===== src/rtl/i2c_pad_conditioner_if.sv =====
// i2c_pad_conditioner_if: pad, core and recovery signals of the I2C pad conditioner
// Pad side   : scl/sda_pad_in raw pin levels, scl/sda_pad_oe pull-low enables.
// Core side  : core_scl/sda_oe pull-low requests, core_scl/sda_in filtered levels.
// Status     : bus_busy, start_det, stop_det, stuck_low.
// Recovery   : recover_req in; recover_busy, recover_done, recover_ok out.
// The slave modport is the conditioner's view; master is the surrounding system.
interface i2c_pad_conditioner_if;
  logic scl_pad_in, sda_pad_in, core_scl_oe, core_sda_oe, recover_req;
  logic scl_pad_oe, sda_pad_oe, core_scl_in, core_sda_in;
  logic bus_busy, start_det, stop_det, stuck_low;
  logic recover_busy, recover_done, recover_ok;
  modport slave (
    input  scl_pad_in, sda_pad_in, core_scl_oe, core_sda_oe, recover_req,
    output scl_pad_oe, sda_pad_oe, core_scl_in, core_sda_in,
    output bus_busy, start_det, stop_det, stuck_low,
    output recover_busy, recover_done, recover_ok
  );
  modport master (
    output scl_pad_in, sda_pad_in, core_scl_oe, core_sda_oe, recover_req,
    input  scl_pad_oe, sda_pad_oe, core_scl_in, core_sda_in,
    input  bus_busy, start_det, stop_det, stuck_low,
    input  recover_busy, recover_done, recover_ok
  );
endinterface


===== src/rtl/i2c_pad_conditioner.sv =====
// i2c_pad_conditioner: I2C pad synchronizer/glitch filter, START/STOP and stuck detection, bus-clear recovery
// Ports:
//   clk_riscv : system clock
//   rst_in    : asynchronous active-low reset
//   bus       : i2c_pad_conditioner_if.slave (pads, core view, status, recovery handshake)
// Line index 0 is SCL and 1 is SDA in the packed filter vectors.
module i2c_pad_conditioner #(
  parameter int FILT_LEN     = 3,
  parameter int RECOV_HALF   = 250,
  parameter int STUCK_CYCLES = 2400000
) (
  input logic clk_riscv,
  input logic rst_in,
  i2c_pad_conditioner_if.slave bus
);
  localparam int FW = $clog2(FILT_LEN + 1);
  localparam int HW = $clog2(RECOV_HALF + 1);
  localparam int SW = $clog2(STUCK_CYCLES + 1);
  typedef enum logic [2:0] {IDLE, LOW, HIGH, STOP_A, STOP_B, STOP_C, DONE} state_t;
  state_t state;
  logic [1:0] s1, s2, filt, filt_q;
  logic [1:0][FW-1:0] fcnt;
  logic [HW-1:0] tmr;
  logic [SW-1:0] wait_cnt, stuck_cnt;
  logic [3:0] pulses;
  logic recover_busy, recover_done, recover_ok, fsm_scl_oe, fsm_sda_oe;
  logic bus_busy, stuck_low, scl_pad_oe, sda_pad_oe;
  logic scl_f, sda_f, scl_hi, start_det, stop_det, stuck_run, done_ok, half_end, wait_end;
  assign scl_f     = filt[0];
  assign sda_f     = filt[1];
  assign scl_hi    = filt[0] & filt_q[0];
  assign start_det = !recover_busy & scl_hi & filt_q[1] & !filt[1];
  assign stop_det  = !recover_busy & scl_hi & !filt_q[1] & filt[1];
  // SDA low only counts as stuck outside a transaction; SCL low always does
  assign stuck_run = !scl_f | (!sda_f & !bus_busy);
  assign done_ok   = recover_done & recover_ok;
  assign half_end  = tmr == HW'(RECOV_HALF - 1);
  assign wait_end  = wait_cnt == SW'(STUCK_CYCLES - 1);
  always_ff @(posedge clk_riscv or negedge rst_in)
    if (!rst_in) begin
      s1   <= '1;
      s2   <= '1;
      filt <= '1;
      fcnt <= '0;
    end else begin
      s1 <= {bus.sda_pad_in, bus.scl_pad_in};
      s2 <= s1;
      for (int i = 0; i < 2; i++)
        if (s2[i] == filt[i]) fcnt[i] <= '0;
        else if (fcnt[i] == FW'(FILT_LEN - 1)) begin
          filt[i] <= s2[i];
          fcnt[i] <= '0;
        end else fcnt[i] <= fcnt[i] + 1'b1;
    end
  always_ff @(posedge clk_riscv or negedge rst_in)
    if (!rst_in) begin
      filt_q     <= '1;
      bus_busy   <= 1'b0;
      stuck_cnt  <= '0;
      stuck_low  <= 1'b0;
      scl_pad_oe <= 1'b0;
      sda_pad_oe <= 1'b0;
    end else begin
      filt_q     <= filt;
      bus_busy   <= done_ok ? 1'b0 : start_det ? 1'b1 : stop_det ? 1'b0 : bus_busy;
      stuck_low  <= (stuck_low | (!recover_busy & stuck_run & stuck_cnt == SW'(STUCK_CYCLES - 1))) & !done_ok;
      scl_pad_oe <= recover_busy ? fsm_scl_oe : bus.core_scl_oe;
      sda_pad_oe <= recover_busy ? fsm_sda_oe : bus.core_sda_oe;
      if (!recover_busy)
        stuck_cnt <= !stuck_run ? '0 : stuck_cnt == SW'(STUCK_CYCLES) ? stuck_cnt : stuck_cnt + 1'b1;
    end
  // Phases that release a line restart their half-phase timer while the filtered
  // line is still low, so clock stretching and filter latency only lengthen them;
  // wait_cnt bounds that wait. The final released phase waits for both lines so a
  // healthy bus is never judged on stale filtered values.
  always_ff @(posedge clk_riscv or negedge rst_in)
    if (!rst_in) begin
      state        <= IDLE;
      tmr          <= '0;
      wait_cnt     <= '0;
      pulses       <= '0;
      recover_busy <= 1'b0;
      recover_done <= 1'b0;
      recover_ok   <= 1'b0;
      fsm_scl_oe   <= 1'b0;
      fsm_sda_oe   <= 1'b0;
    end else begin
      recover_done <= 1'b0;
      case (state)
        IDLE: if (bus.recover_req) begin
          if (!bus_busy | stuck_low) begin
            state        <= LOW;
            recover_busy <= 1'b1;
            recover_ok   <= 1'b0;
            fsm_scl_oe   <= 1'b1;
            fsm_sda_oe   <= 1'b0;
            tmr          <= '0;
            pulses       <= '0;
          end else begin
            state        <= DONE;
            recover_done <= 1'b1;
            recover_ok   <= 1'b0;
          end
        end
        LOW: if (half_end) begin
          state      <= HIGH;
          fsm_scl_oe <= 1'b0;
          pulses     <= pulses + 4'd1;
          tmr        <= '0;
          wait_cnt   <= '0;
        end else tmr <= tmr + 1'b1;
        HIGH: if (!scl_f) begin
          tmr      <= '0;
          wait_cnt <= wait_cnt + 1'b1;
          if (wait_end) begin
            state        <= DONE;
            recover_busy <= 1'b0;
            recover_done <= 1'b1;
            recover_ok   <= 1'b0;
          end
        end else if (!half_end) tmr <= tmr + 1'b1;
        else if (sda_f) begin
          state      <= STOP_A;
          fsm_scl_oe <= 1'b1;
          fsm_sda_oe <= 1'b1;
          tmr        <= '0;
        end else if (pulses == 4'd9) begin
          state        <= DONE;
          recover_busy <= 1'b0;
          recover_done <= 1'b1;
          recover_ok   <= 1'b0;
        end else begin
          state      <= LOW;
          fsm_scl_oe <= 1'b1;
          tmr        <= '0;
        end
        STOP_A: if (half_end) begin
          state      <= STOP_B;
          fsm_scl_oe <= 1'b0;
          tmr        <= '0;
        end else tmr <= tmr + 1'b1;
        STOP_B: if (half_end) begin
          state      <= STOP_C;
          fsm_sda_oe <= 1'b0;
          tmr        <= '0;
          wait_cnt   <= '0;
        end else tmr <= tmr + 1'b1;
        STOP_C: if (!(scl_f & sda_f)) begin
          tmr      <= '0;
          wait_cnt <= wait_cnt + 1'b1;
          if (wait_end) begin
            state        <= DONE;
            recover_busy <= 1'b0;
            recover_done <= 1'b1;
            recover_ok   <= 1'b0;
          end
        end else if (half_end) begin
          state        <= DONE;
          recover_busy <= 1'b0;
          recover_done <= 1'b1;
          recover_ok   <= scl_f & sda_f;
        end else tmr <= tmr + 1'b1;
        DONE: state <= IDLE;
        default: state <= IDLE;
      endcase
    end
  assign bus.scl_pad_oe   = scl_pad_oe;
  assign bus.sda_pad_oe   = sda_pad_oe;
  assign bus.core_scl_in  = recover_busy | scl_f;
  assign bus.core_sda_in  = recover_busy | sda_f;
  assign bus.bus_busy     = bus_busy;
  assign bus.start_det    = start_det;
  assign bus.stop_det     = stop_det;
  assign bus.stuck_low    = stuck_low;
  assign bus.recover_busy = recover_busy;
  assign bus.recover_done = recover_done;
  assign bus.recover_ok   = recover_ok;
endmodule


===== src/flat_wrapper.sv =====
// flat-port wrapper written by rule: the top's interface ports become plain ports
module i2c_pad_conditioner_flat 
#(
  parameter int FILT_LEN     = 3,
  parameter int RECOV_HALF   = 250,
  parameter int STUCK_CYCLES = 2400000
)
  (clk_riscv, rst_in, bus_scl_pad_in, bus_sda_pad_in, bus_core_scl_oe, bus_core_sda_oe, bus_recover_req, bus_scl_pad_oe, bus_sda_pad_oe, bus_core_scl_in, bus_core_sda_in, bus_bus_busy, bus_start_det, bus_stop_det, bus_stuck_low, bus_recover_busy, bus_recover_done, bus_recover_ok);
  i2c_pad_conditioner_if bus_i ();
  input logic clk_riscv;
  input logic rst_in;
  input wire logic [$bits(bus_i.scl_pad_in)-1:0] bus_scl_pad_in;
  input wire logic [$bits(bus_i.sda_pad_in)-1:0] bus_sda_pad_in;
  input wire logic [$bits(bus_i.core_scl_oe)-1:0] bus_core_scl_oe;
  input wire logic [$bits(bus_i.core_sda_oe)-1:0] bus_core_sda_oe;
  input wire logic [$bits(bus_i.recover_req)-1:0] bus_recover_req;
  output wire logic [$bits(bus_i.scl_pad_oe)-1:0] bus_scl_pad_oe;
  output wire logic [$bits(bus_i.sda_pad_oe)-1:0] bus_sda_pad_oe;
  output wire logic [$bits(bus_i.core_scl_in)-1:0] bus_core_scl_in;
  output wire logic [$bits(bus_i.core_sda_in)-1:0] bus_core_sda_in;
  output wire logic [$bits(bus_i.bus_busy)-1:0] bus_bus_busy;
  output wire logic [$bits(bus_i.start_det)-1:0] bus_start_det;
  output wire logic [$bits(bus_i.stop_det)-1:0] bus_stop_det;
  output wire logic [$bits(bus_i.stuck_low)-1:0] bus_stuck_low;
  output wire logic [$bits(bus_i.recover_busy)-1:0] bus_recover_busy;
  output wire logic [$bits(bus_i.recover_done)-1:0] bus_recover_done;
  output wire logic [$bits(bus_i.recover_ok)-1:0] bus_recover_ok;
  assign bus_i.scl_pad_in = bus_scl_pad_in;
  assign bus_i.sda_pad_in = bus_sda_pad_in;
  assign bus_i.core_scl_oe = bus_core_scl_oe;
  assign bus_i.core_sda_oe = bus_core_sda_oe;
  assign bus_i.recover_req = bus_recover_req;
  assign bus_scl_pad_oe = bus_i.scl_pad_oe;
  assign bus_sda_pad_oe = bus_i.sda_pad_oe;
  assign bus_core_scl_in = bus_i.core_scl_in;
  assign bus_core_sda_in = bus_i.core_sda_in;
  assign bus_bus_busy = bus_i.bus_busy;
  assign bus_start_det = bus_i.start_det;
  assign bus_stop_det = bus_i.stop_det;
  assign bus_stuck_low = bus_i.stuck_low;
  assign bus_recover_busy = bus_i.recover_busy;
  assign bus_recover_done = bus_i.recover_done;
  assign bus_recover_ok = bus_i.recover_ok;
  i2c_pad_conditioner #(.FILT_LEN(FILT_LEN), .RECOV_HALF(RECOV_HALF), .STUCK_CYCLES(STUCK_CYCLES)) u_core (.clk_riscv(clk_riscv), .rst_in(rst_in), .bus(bus_i));
endmodule

===== config.mk =====
export PLATFORM = sky130hd
export DESIGN_NAME = i2c_pad_conditioner_flat
export DESIGN_NICKNAME = d
export VERILOG_FILES = /design/src/rtl/i2c_pad_conditioner_if.sv /design/src/rtl/i2c_pad_conditioner.sv /design/src/flat_wrapper.sv
export SDC_FILE = /design/constraint.sdc
export NUM_CORES = 1
export LEC_CHECK = 0
export ABC_AREA = 1
export ABC_CLOCK_PERIOD_IN_PS = 2850
export BUFFER_PORTS_ARGS = -buffer_cell sky130_fd_sc_hd__buf_2
export CAP_MARGIN = 20
export CORE_MARGIN = 3
export CORE_UTILIZATION = 59
export CTS_CLUSTER_SIZE = 10
export DETAILED_ROUTE_END_ITERATION = 10
export PLACE_DENSITY = 0.87
export RECOVER_POWER = 25
export SYNTH_ARGS = -nofsm -noshare
export SYNTH_HDL_FRONTEND = slang
export SYNTH_SLANG_ARGS = --single-unit

===== constraint.sdc =====
create_clock -name clk_riscv -period 2.85 [get_ports clk_riscv]
set_clock_uncertainty 0.15 [all_clocks]
set_input_delay 0.1425 -clock clk_riscv [delete_from_list [all_inputs] [get_ports clk_riscv]]
set_output_delay 0.1425 -clock clk_riscv [all_outputs]
set_load 0.02 [all_outputs]

Yosys cells after proc, flatten, opt, wreduce, memory -nomap -nowiden
Cells that the tools add are included.

word-level totals
  bits in registers = 80
  input port bits = 7
  output and inout bits = 11
  word-level logic and storage cells = 188

cells by class
  $add $sub $neg = 6
  eq/ne operators = 34
  mux-type cells = 79
  bitwise operators = 20
  reductions and logical operators = 28

operators by type and width
  cell                                                                      count
  22-bit two-way mux                                                        5
  8-bit two-way mux                                                         9
  22-bit equality test (second input constant)                              3
  22-bit case mux with 3 select lines                                       1
  22-bit by 1-bit adder with 22-bit output (second input constant)          2
  1-bit two-way mux                                                         37
  3-bit two-way mux                                                         12
  8-bit case mux with 4 select lines                                        1
  7-bit AND reduction                                                       3
  2-bit by 1-bit inequality test with 1-bit output (second input constant)  9
  3-bit case mux with 6 select lines                                        1
  1-bit case mux with 3 select lines                                        5
  3-bit nonzero test                                                        5
  1-bit AND                                                                 12
  4-bit two-way mux                                                         3
  3-bit inequality test (second input constant)                             4
  6-bit AND reduction                                                       2
  8-bit by 1-bit adder with 8-bit output (second input constant)            1
  8-bit equality test (second input constant)                               1
  2-bit two-way mux                                                         4
  2-bit inequality test (second input constant)                             4
  4-bit case mux with 2 select lines                                        1
  4-bit AND reduction                                                       2
  3-bit by 2-bit equality test with 1-bit output (second input constant)    2
  other kinds (19)                                                          38

Logic depth before layout (Yosys ltp)
  depth in word-level cells = 7
  gate-level depth with buffers = 13
  gate-level depth less buffers = 11

Least setup slack after synthesis
OpenSTA, ideal clock, no wires.

  kind = flip-flop to flip-flop
  start = reg u_core.filt[0]
  end = reg u_core.bus_busy, in the netlist u_core.bus.bus_busy
  library setup time = 88 ps
  arrival time = 1639 ps
  required time = 2612 ps
  path slack = 973 ps
  stages on the path, launching flop included = 6
  path buffers = 1
  period minus slack after synthesis = 1877 ps
  cells stage by stage = dfstp_2 -> buf_2 -> nand3_1 -> nor3b_1 -> nor2_1 -> nor3b_1

between the ends
  longest elaborated chain between the ends = 6
  elaborated cells on any way between the ends = 9
  those cells by class = mux: 2; bitwise: 6; reduce/logical: 1

RTL lines
  what                               line                       source
  from (decl)                        i2c_pad_conditioner.sv:21  logic [1:0] s1, s2, filt, filt_q;
  from (signal, indexed assignment)  i2c_pad_conditioner.sv:51  filt[i] <= s2[i];
  1-bit AND *                        i2c_pad_conditioner.sv:31  assign scl_hi = filt[0] & filt_q[0];
  1-bit AND * (3 in series)          i2c_pad_conditioner.sv:32  assign start_det = !recover_busy & scl_hi & filt_q[1] & !filt[1];
  via bus_start_det                  flat_wrapper.sv:22         output wire logic [$bits(bus_i.start_det)-1:0] bus_start_det;
  1-bit two-way mux (2 in series)    i2c_pad_conditioner.sv:65  bus_busy <= done_ok ? 1'b0 : start_det ? 1'b1 : stop_det ? 1'b0 : bus_busy;
  to (signal assigned)               i2c_pad_conditioner.sv:65
  to (decl)                          i2c_pad_conditioner.sv:27  logic bus_busy, stuck_low, scl_pad_oe, sda_pad_oe;

The timed path passes the listed nets; every way through them passes the cells marked *.
A chain may end at the register's enable or synchronous reset.

Worst setup path in the final report
  start = reg u_core.filt[0]
  end = reg u_core.stuck_cnt[3]

between the ends
  longest elaborated chain between the ends = 4
  elaborated cells on any way between the ends = 5
  those cells by class = eq/ne: 1; mux: 1; bitwise: 1; reduce/logical: 2

RTL lines
  what                             line                       source
  1-bit zero test *                i2c_pad_conditioner.sv:35  assign stuck_run = !scl_f | (!sda_f & !bus_busy);
  1-bit OR *                       i2c_pad_conditioner.sv:35
  2-bit inequality test (no line)  -
  2-bit AND reduction (no line)    -
  to (signal assigned)             i2c_pad_conditioner.sv:70  stuck_cnt <= !stuck_run ? '0 : stuck_cnt == SW'(STUCK_CYCLES) ? stuck_cnt : stuck_cnt + 1'b1;
  to (decl)                        i2c_pad_conditioner.sv:24  logic [SW-1:0] wait_cnt, stuck_cnt;

Every way passes the cells marked *; elsewhere a longest branch is shown, timed or not.

==> flow_summary_export.csv <==
group,metric,value,unit
status,status,"complete, but fails checks",
status,violations,"max-capacitance violations, max-slew violations",
sta,fin_setup_tns,0,ns
synthesis,synthTopCellsByArea,"dfrtp_1 (34%), nand2_1 (18%), nor2_1 (7.3%), nand3_1 (6.7%), inv_1 (4.5%)",
global_routing,overflow,0,
placement,hpwlAfterDp,9230,um
clocking,htree_num_levels,3,
floorplan,dieWidth,101,um
floorplan,num_rows,33,
sta,fin_crit_sh,83.7,%
synthesis,synth-seq-cells,80,
clocking,hold_buffers,6,
worst_setup_path,worstPathRequired,3.01,ns
worst_setup_path,start_kind,"flip-flop",
clocking,ctsResizeCount,0,
drt,firstDrtPassIters,7,
pwr,leakage,2.59,nW
synthesis,async_flop_share,100,%
sta,worstMarginPinSlew,1.94,ns
clocking,tritoncts.num_buffers,9,
floorplan,die_y,101,um
clocking,clockBufferDepth,2,
synthesis,synth_edf_count,0,
synthesis,synth_top_area_share,34.0,%
synthesis,yosysWarnings,0,
final_layout,area_growth,7.78,%
drt,routed_wirelength,12700,um
worst_setup_path,path_class,"flip-flop to flip-flop",
final_layout,drive_gt1_share,13.1,%
global_routing,grt_max_degree,81,
final_layout,antennaDiodeCount,0,
synthesis,syn_area_per_cell,6.98,sq um
drt,num_vias,5117,
sta,min_period,2.39,ns
drt,wl_per_cell,14.2,um
drt,ant_nets,0,
worst_setup_path,crit_path_end_kind,"flip-flop",
sta,hold_violations,0,
synthesis,yosysTopAreaCell,"dfrtp_1",
placement,gp_congestion,0.954,
drt,vias_per_cell,5.73,
sta,finalSetupViolCount,0,
clocking,cts.sinks,80,
pwr,irDropWorstVdd,0.556,mV
global_routing,grt_pass1_wl,22000,um
job,timing.max_cap.violations,1,
synthesis,synth.distinct_cells,43,
worst_hold_path,hp-start,"u_core.s1[1]",
worst_hold_path,hold_path_class,"flip-flop to flip-flop",
placement,port_buffers,17,
sta,slew_headroom,-29.6,%
floorplan,initial_utilization,62.5,%
global_routing,first_global_vias,4765,
sta,grt_setup_unrepaired,"no",
sta,report.final.slew_viol_count,34,
floorplan,die_area,0.0101,sq mm
clocking,cts_root_buf,"clkbuf_8",
floorplan,core,0.00846,sq mm
clocking,clock_latency,0.36,ns
drt,first_iter_violations,429,
sta,fmax,419,MHz
drt,drc,0,
final_layout,nNetsFinal,797,
worst_setup_path,crit_arrival,2.55,ns
worst_setup_path,critPathMaxFanout,14,
global_routing,antenna_found_initial,0,
clocking,cts.reportedPaths.clkPinSlew,0.10,ns
global_routing,track_usage,26.7,%
floorplan,ios,18,
clocking,cts_setup_buffers,0,
synthesis,synth-seq-area-share,38.0,%
clocking,tritoncts,"done",
synthesis,synthFlopType,"dfrtp_1",
worst_setup_path,critPathLaunch,"u_core.filt[0]",
synthesis,netlist_area,0.00529,sq mm
worst_setup_path,r2r-start,"u_core.filt[0]",
synthesis,synthesis.nets,772,
synthesis,synth_cells,758,
pwr,p_per_area,468,mW/mm^2
final_layout,fin_util,67.4,%
## metrics by stage
stage / cell area, sq um / cells / power, mW / worst slack, ns / hold slack, ns
after floorplan: 5290 / 758 / 1.64 / 0.973 / -0.303
after global placement: 5420 / 870 / 1.80 / 0.789 / 0.100
after detailed placement: 5420 / 870 / 1.82 / 0.694 / 0.0988
after CTS: 5680 / 892 / 2.68 / 0.656 / 0.217
after global routing: 5710 / 893 / 2.79 / 0.277 / 0.221
final: 5710 / 893 / 2.67 / 0.463 / 0.214
## kinds of logic after synthesis
logic type	count (synthesis)	share of synthesized area, %
xor gates and xnor gates	16	2.65
AOI/OAI and AO/OA	68	8.20
buffers and inverters	86	7.68
adders and majority gates	7	1.65
DFF	80	38.0
muxes	1	0.189
and+or+nand+nor	500	41.6
## final cells by class
type / instances / area (sq um)
inverter: 72 / 285
fill: 689 / 2760
clock buffer: 9 / 124
timing repair buffer: 28 / 201
tap: 105 / 131
clock inverter: 7 / 76.3
multi-input combinational: 592 / 2880
sequential: 80 / 2010
## cells in the final DEF, fill, tap and decap left out, types with 2 or more instances in the layout
cell / n
nand2_2: 20
buf_2: 16
dfrtp_1: 72
nand2_4: 2
nor2_2: 3
o21bai_1: 8
nor2_1: 103
ha_1: 7
nor2_4: 4
nand2_1: 251
dfstp_1: 2
inv_2: 5
dlygate4sd3_1: 6
nand3b_1: 3
xnor2_1: 7
a21oi_2: 2
o21ai_0: 29
inv_8: 4
buf_4: 4
nor3b_1: 4
nand4_1: 17
o21ai_1: 5
inv_6: 4
nor3_1: 11
dfstp_2: 6
nand3_2: 3
xor2_1: 9
o22ai_1: 2
o21ai_2: 14
clkbuf_8: 9
and2_1: 3
a21oi_1: 4
nand3_1: 71
or2_2: 3
inv_1: 64
## worst paths after layout
| check | slack, ns | cells after the start | to |
|---|---|---|---|
| setup / recovery | 0.46 | 8 | u_core.stuck_cnt[3] |
| hold / removal | 0.21 | 0 | u_core.s2[1] |
| setup reg to reg | 0.46 | 8 | u_core.stuck_cnt[3] |
| hold reg to reg | 0.21 | 0 | u_core.s2[1] |
| max in group asynchronous | 0.73 | 2 | u_core.stuck_cnt[17] |
| min in group asynchronous | 0.71 | 2 | u_core.stuck_cnt[10] |
## synth_stat cells, drive strengths merged, types with 8 or more instances
| cell | n |
|---|---|
| buf | 12 |
| dfrtp | 72 |
| dfstp | 8 |
| inv | 72 |
| nand2 | 273 |
| nand3 | 74 |
| nand4 | 17 |
| nor2 | 111 |
| nor3 | 11 |
| o21ai | 48 |
| o21bai | 8 |
| xor2 | 9 |
## worst max-delay path, stage by stage (launching register included)
cell and delay [ns]:
dfstp_1 0.80, o21ai_2 0.11, inv_1 0.09, nor2_1 0.05, nand2_1 0.09, nor2_1 0.04, nor2_1 0.71, nand2_1 0.19
nand2_1 0.10
## layer usage
layer	wire length, um	track usage (%)	vias to the layer above
met2	5990	42.8	213
met5	0	0	-
met3	826	3.88	34
met4	309	9.64	0
li1	-	-	2485
met1	5530	36.9	2385
## state kept, by name, summed over array words and instances (netlist names)
| name | count |
|---|---|
| u_core.bus.bus_busy | 1 |
| u_core.tmr | 8 |
| u_core.stuck_cnt | 22 |
| u_core.s2 | 2 |
| u_core.bus.scl_pad_oe | 1 |
| u_core.pulses | 4 |
| u_core.bus.recover_done | 1 |
| u_core.wait_cnt | 22 |
| u_core.fcnt | 4 |
| u_core.bus.sda_pad_oe | 1 |
| u_core.state | 3 |
| u_core.bus.stuck_low | 1 |
| u_core.filt_q | 2 |
| u_core.fsm_scl_oe | 1 |
| u_core.filt | 2 |
| u_core.bus.recover_ok | 1 |
| u_core.s1 | 2 |
| u_core.fsm_sda_oe | 1 |
| u_core.bus.recover_busy | 1 |
## report_power, final
part           switching [mW]  internal [mW]
Sequential              0.113           1.24
Clock                   0.514          0.352
Combinational           0.302          0.152
No activity file was read; power rests on OpenSTA's default activity.
